<file path="src/rtl/punjac_uzorka_pkg.sv">
// Shared constants and state encoding for the sonar-neuron sample packer.
package punjac_uzorka_pkg;
  localparam int BROJ_UZORAKA  = 60;
  localparam int SIRINA        = 16;
  localparam int VEKTOR_SIRINA = BROJ_UZORAKA * SIRINA;

  typedef enum logic [1:0] {
    PUNJENJE   = 2'd0,
    SMIRIVANJE = 2'd1,
    REZULTAT   = 2'd2
  } stanje_e;
endpackage

</file>
<file path="src/rtl/punjac_uzorka.sv">
// Packs a frame of samples into the neuron input vector, waits for the neuron
// to settle, captures its output and hands it out over valid/ready.
module punjac_uzorka #(
  parameter int BROJ_UZORAKA  = punjac_uzorka_pkg::BROJ_UZORAKA,
  parameter int SIRINA        = punjac_uzorka_pkg::SIRINA,
  parameter int SETTLE_CYCLES = 2
) (
  input  logic                           clk,
  input  logic                           rst,
  input  logic                           s_valid,
  input  logic [SIRINA-1:0]              s_data,
  input  logic                           s_last,
  output logic                           s_ready,
  output logic [BROJ_UZORAKA*SIRINA-1:0] uzorak,
  input  logic [SIRINA-1:0]              izlaz_in,
  output logic                           r_valid,
  output logic [SIRINA-1:0]              r_data,
  input  logic                           r_ready,
  output logic                           greska,
  output logic                           busy
);
  import punjac_uzorka_pkg::*;

  localparam logic [5:0] IDX_ZADNJI = 6'(BROJ_UZORAKA - 1);
  localparam logic [3:0] CNT_POC    = 4'(SETTLE_CYCLES - 1);

  stanje_e           state_q;
  logic [5:0]        idx_q;
  logic [3:0]        cnt_q;
  logic              r_valid_q;
  logic [SIRINA-1:0] r_data_q;
  logic              greska_q;
  logic [SIRINA-1:0] lanes_q [BROJ_UZORAKA];
  logic              accept;

  assign s_ready = (state_q == PUNJENJE) && !rst;
  assign accept  = s_valid && s_ready;
  assign r_valid = r_valid_q;
  assign r_data  = r_data_q;
  assign greska  = greska_q;
  assign busy    = (state_q != PUNJENJE) || (idx_q != 6'd0);

  // Lanes only change while filling, so the vector is frozen in every other state.
  for (genvar gi = 0; gi < BROJ_UZORAKA; gi++) begin : g_lane
    always_ff @(posedge clk or posedge rst) begin
      if (rst) begin
        lanes_q[gi] <= '0;
      end else if (accept && (idx_q == 6'(gi))) begin
        lanes_q[gi] <= s_data;
      end
    end
    assign uzorak[gi*SIRINA +: SIRINA] = lanes_q[gi];
  end

  always_ff @(posedge clk or posedge rst) begin
    if (rst) begin
      state_q   <= PUNJENJE;
      idx_q     <= 6'd0;
      cnt_q     <= 4'd0;
      r_valid_q <= 1'b0;
      r_data_q  <= '0;
      greska_q  <= 1'b0;
    end else begin
      greska_q <= 1'b0;
      case (state_q)
        PUNJENJE: begin
          if (accept) begin
            if (idx_q == IDX_ZADNJI) begin
              // The sample count decides the frame end; a missing last only flags it.
              state_q  <= SMIRIVANJE;
              cnt_q    <= CNT_POC;
              idx_q    <= 6'd0;
              greska_q <= !s_last;
            end else if (s_last) begin
              idx_q    <= 6'd0;
              greska_q <= 1'b1;
            end else begin
              idx_q <= idx_q + 6'd1;
            end
          end
        end
        SMIRIVANJE: begin
          if (cnt_q == 4'd0) begin
            r_data_q  <= izlaz_in;
            r_valid_q <= 1'b1;
            state_q   <= REZULTAT;
          end else begin
            cnt_q <= cnt_q - 4'd1;
          end
        end
        REZULTAT: begin
          if (r_ready) begin
            r_valid_q <= 1'b0;
            state_q   <= PUNJENJE;
          end
        end
        default: state_q <= PUNJENJE;
      endcase
    end
  end
endmodule
</file>
<file path="config.mk">
export PLATFORM = sky130hd
export DESIGN_NAME = punjac_uzorka
export DESIGN_NICKNAME = d
export VERILOG_FILES = /design/src/rtl/punjac_uzorka_pkg.sv /design/src/rtl/punjac_uzorka.sv
export SDC_FILE = /design/constraint.sdc
export NUM_CORES = 2
export LEC_CHECK = 0
export ABC_AREA = 1
export CORE_AREA = 4 4 395 397
export DETAILED_ROUTE_END_ITERATION = 8
export DIE_AREA = 0 0 399 401
export GPL_ROUTABILITY_DRIVEN = 1
export HOLD_SLACK_MARGIN = 0.15
export REMOVE_ABC_BUFFERS = 1
export SLEW_MARGIN = 20
export SYNTH_ARGS = -nofsm -noshare
export SYNTH_HDL_FRONTEND = slang
export SYNTH_SLANG_ARGS = --single-unit
</file>
<file path="constraint.sdc">
create_clock -name clk -period 70.2 [get_ports clk]
set_clock_uncertainty 0.1 [all_clocks]
set_input_delay 14.04 -clock clk [delete_from_list [all_inputs] [get_ports clk]]
set_output_delay 14.04 -clock clk [all_outputs]
set_load 0.1 [all_outputs]
</file>
======== Word level (Yosys, flattened, before mapping) ========
Index checks and enable logic that the tools add are counted.
storage, ports and cells
  word-level logic and storage cells ...... 229
  input port bits ......................... 37
  bits in registers ....................... 990
operators by class
  equality and inequality tests ........... 66
  muxes and demuxes ....................... 18
  reduce and logical (&&, ||, !) cells .... 77
  add/subtract/negate cells ............... 2
operators with widths
  operator               number
  $eq A6 B6 Y1 const B   28
  $eq A6 B5 Y1 const B   16
  $logic_and A1 B1 Y1    62
  $eq A6 B4 Y1 const B   8
  $eq A6 B3 Y1 const B   4
  $eq A6 B2 Y1 const B   2
  $mux W4                3
  $mux W6                2
  $mux W2                4
  $ne A2 B2 Y1 const B   4
  $pmux W4 S2            1
  $reduce_and A4 Y1      2
  $add A6 B1 Y6 const B  1
  $eq A6 B1 Y1 const B   1
  $logic_not A6 Y1       1
  $mux W1                6
  $pmux W2 S3            1
  $reduce_bool A2 Y1     3
  $reduce_bool A6 Y1     1
  $logic_not A4 Y1       1
  $reduce_and A2 Y1      2
  $sub A4 B1 Y4 const B  1
  $reduce_and A3 Y1      1
  $eq A2 B1 Y1 const B   1
  6 further kinds        7

======== Logic depth before layout (Yosys ltp) ========
  word-level depth ........................ 5
  depth in mapped cells ................... 9
  depth with buffers taken out ............ 8

======== Least setup slack after synthesis ========
No wires, ideal clock.
  path type ............................... input -> output
  from .................................... input rst
  to ...................................... output s_ready
  arrival time ............................ 36198 ps
  slack ................................... 19862 ps
  stages .................................. 3
  required time ........................... 56060 ps
  cells stage by stage .................... inv_1 > nand2_1 > inv_1
between the ends
  word-level cells in the longest chain between the ends .. 2
ends and longest elaborated chain
  item                               line                 source
  start, declared                    punjac_uzorka.sv:9   input logic rst,
  $logic_not A1 Y1 (no source line)  -
  $logic_and A1 B1 Y1                punjac_uzorka.sv:36  assign s_ready = (state_q == PUNJENJE) && !rst;
  end, declared                      punjac_uzorka.sv:13  output logic s_ready,
Every way passes these cells.

======== Worst setup path in the final report ========
Same ends and word-level chain as after synthesis.

==> results by stage <==
Hold path:
- The tightest min-delay check is of the reg2reg type.

Yosys:
- The adder and majority cell fraction of the synthesized area is 0.1745%.
- Counting flops and latches in the post-synthesis netlist gives 990.
- The share of the synthesized area in compound gates (AO/OA/AOI/OAI) is 13.49%.
- Of the total synthesized cell area, the portion taken by AND, OR, NAND and NOR gates is 13.26%.
- The post-synth design cell area is 35,850 µm².
- The dominant cell type by area after synthesis is sky130_fd_sc_hd__dfrtp_1.
- The synthesized-area fraction occupied by xor and xnor cells is 0%.
- The number of instances in the synthesized netlist is 3,479.
- After synthesis, flip-flops and latches occupy 69.11% of the total area.
- The number of warnings reported in the yosys synthesis log is 0.
- The number of unique standard cell types used by synthesis is 28.
- The most common flop cell mapped by yosys is sky130_fd_sc_hd__dfrtp_1.
- Each instance of the synthesized netlist takes up on average 10.30 µm².
- Of the post-synthesis cell area, the part taken by muxes is 0%.
- Among all cell types in the netlist, the one instantiated most often is sky130_fd_sc_hd__nand2_1.
- After synthesis, the cell types taking the most area are sky130_fd_sc_hd__dfrtp_1 69%, sky130_fd_sc_hd__o21ai_0 13%, sky130_fd_sc_hd__nand2_1 11%, sky130_fd_sc_hd__clkbuf_1 2.0%, sky130_fd_sc_hd__buf_2 0.99%.
- The commonest cells after synthesis are 1,097 x sky130_fd_sc_hd__nand2_1, 990 x sky130_fd_sc_hd__dfrtp_1, 912 x sky130_fd_sc_hd__o21ai_0.
- Counting flops with an async set or reset pin after synthesis yields a share of 100.0%.
- By area, the combinational part of the netlist is dominated by compound AO/OA/AOI/OAI gates.
- Yosys mapped a number of flops with a built-in enable equal to 0.
- The area share of the largest cell type after synthesis is 69.11%.

Timing:
- The worst slew margin relative to its limit is 22.05%.
- The final number of max-transition violations is 0.
- The final sum of negative setup slack is 0 ns.
- For the pin with the worst max-slew slack, the measured transition is 1.166 ns.
- The number of failing hold endpoints at the final stage is 0.
- The ratio of final minimum period to clock period is 43.64%.
- Setup repair after global routing left no endpoint under its margin.
- Static timing analysis puts the maximum clock frequency at 0.03264 GHz.
- The minimum clock period after layout is 30.64 ns.
- Setup violations remaining at the end of the flow were counted as 0.
- Hold is met by 0.3778 ns.

Route:
- The final route contains 28,510 vias.
- The routed design has 144.7 mm of wire.
- The remaining antenna violation count is 0.
- Dividing the detail-routed wire length by the instance count gives 22.34 µm.
- The initial detailed-routing violation count is 2,106.
- Dividing the detail-routed via count by the number of cells gives 4.401.
- In the routed design, unresolved DRC markers number 0.
- The first TritonRoute pass finished after 7 iterations.

Setup path:
- The critical path is of the in2out type.
- STA classifies the critical path endpoint as a primary output.
- Data on the critical path arrives at its endpoint at 16.50 ns.
- The data required time at the worst endpoint is 56.06 ns.
- In this run the worst path has a maximum fanout of 56.
- STA classifies the critical path startpoint as an input pin.

GRT:
- The number of global-route vias before repair is 27,850.
- The initial antenna violation count came to 7.
- The total overflow left after global routing is 0.
- Entering global routing, the biggest net connects 163 pins.
- The first global-routing pass estimated 205.2 mm of wire.
- The total global routing track utilization is 17.54%.

Flow run:
- The max-capacitance violation count is 0.

Clock network:
- In this run the post-CTS setup repair buffer count came out at 0.
- In this run the clock root is driven by a sky130_fd_sc_hd__clkbuf_16.
- The clock tree synthesis step divided the H-tree into 3 levels.
- The count of hold buffers inserted by post-cts repair is 0.
- In this run, CTS created clock tree buffers numbering 107.
- CTS saw 990 sinks.
- After clock tree synthesis, the clock-pin slew on the worst setup and hold paths is 0.06 ns.
- After clock tree synthesis, the repair step resized 0 gates.
- Counting along the longest clock path gives a buffer depth of 3.
- The clock tree from TritonCTS is yes.
- The clock latency at the later pin of the worst-skew pair is 0.69 ns.

Place:
- The count of buffers added on input and output ports is 1,016.
- Once placement finished, the instance area stood at 47,700 µm².
- Once detailed placement completed, the half-perimeter wirelength came to 96.22 mm.
- The placer's final routability congestion estimate is 0.7899.

Floorplanning:
- The core box area is 151,900 µm².
- In this run the count of I/O pins placed on the die edge is 1,017.
- The vertical die dimension is 401 µm.
- Once the floorplan was initialized, standard cells occupied 23.60% of the core.
- The die covers 160,000 µm².
- In this run the core area contains 143 standard-cell rows.
- The die width is 399 µm.

Cells and area:
- The cell area after layout is 51,260 µm².
- Relative to the synthesized area, the layout overhead comes to 42.99%.
- The net total in the final layout is 4,400.
- The fraction of final layout cells with drive strength greater than 1 is 6.192%.

Pwr:
- The total power of the final layout is 1.604 mW.
- In this run the static leakage power is 22.47 nW.
- The power per unit of standard cell area is 31.29 nW/µm².
- The worst-case IR drop observed on VDD is 0.02025 mV.

Run status:
- The flow ran to the end, and the final reports show no timing, DRC or antenna violations.
-- critical path: stages --
cell and delay [ns]:
sky130_fd_sc_hd__clkdlybuf4s50_1 0.54, sky130_fd_sc_hd__inv_8 0.38, sky130_fd_sc_hd__nand2_1 0.16, sky130_fd_sc_hd__inv_1 0.09
sky130_fd_sc_hd__clkdlybuf4s50_1 1.15
-- per-layer routing --
layer / track usage (%) / vias up / wire, µm
met5: 0 / - / 0
li1: - / 13080 / -
met1: 20.81 / 14010 / 55020
met2: 29.86 / 1144 / 71550
met4: 6.893 / 0 / 5680
met3: 5.072 / 273 / 12430
-- sequential cells by signal (all words and copies together) (netlist names) --
signal and flops:
uzorak 960, cnt_q 4, idx_q 6, greska 1, r_data 16, r_valid 1, state_q 2
-- area by class of cell --
| type | instances | area (µm²) |
|---|---|---|
| antenna | 7 | 17.52 |
| tap | 2030 | 2540 |
| multi-input combinational | 2149 | 9673 |
| sequential | 990 | 24770 |
| timing repair buffer | 1056 | 10530 |
| inverter | 54 | 230.2 |
| clock buffer | 160 | 3128 |
| clock inverter | 32 | 365.4 |
| fill | 15480 | 100600 |
-- cell usage in the layout, fill, tap and decap left out, drive strengths merged --
cell type and n:
nand3 16, clkinvlp 2, clkinv 36, ha 5
inv 44, nor2 36, dfrtp 990, clkbuf 160
diode 7, o21bai 1, buf 40, bufinv 4
nor3 2, nor3b 1, nand2 1120, clkdlybuf4s50 1016
a21oi 2, o21ai 963, nand4 3
-- logic make-up (layout without fill, tap and decap cells) --
logic type / count (synthesis) / in the layout
compound gates: 966 / 966
fa+ha+maj: 5 / 5
buf+inv: 340 / 1302
flops: 990 / 990
other cells: 0 / 7
simple gates: 1178 / 1178
-- per-stage QoR --
step                worst slack, ns  utilization, %  instances
finish                        39.56           33.74       6478
global route                  39.49           33.73       6471
CTS                           39.57           33.70       6470
detailed placement            39.59           31.40       6278
global placement              39.53           31.40       6278
floorplan                     19.86               -       3193
-- where the power goes --
part           switching [mW]  internal (mW)
Sequential             0.0201          0.606
Clock                   0.238          0.323
Combinational           0.341         0.0754
Total                   0.599           1.00
-- path summary, 6_finish.rpt --
path	slack, ns	from	cells after the start	endpoint
hold reg to reg	0.38	uzorak[461]	2	uzorak[461]
max in group asynchronous	52.68	rst	6	uzorak[134]
hold / removal	0.38	uzorak[461]	2	uzorak[461]
setup reg to reg	66.84	state_q[1]	5	uzorak[525]
min in group asynchronous	13.78	rst	2	uzorak[451]
setup / recovery	39.56	rst	5	s_ready
Note: power is estimated with default switching activity, not from simulation.
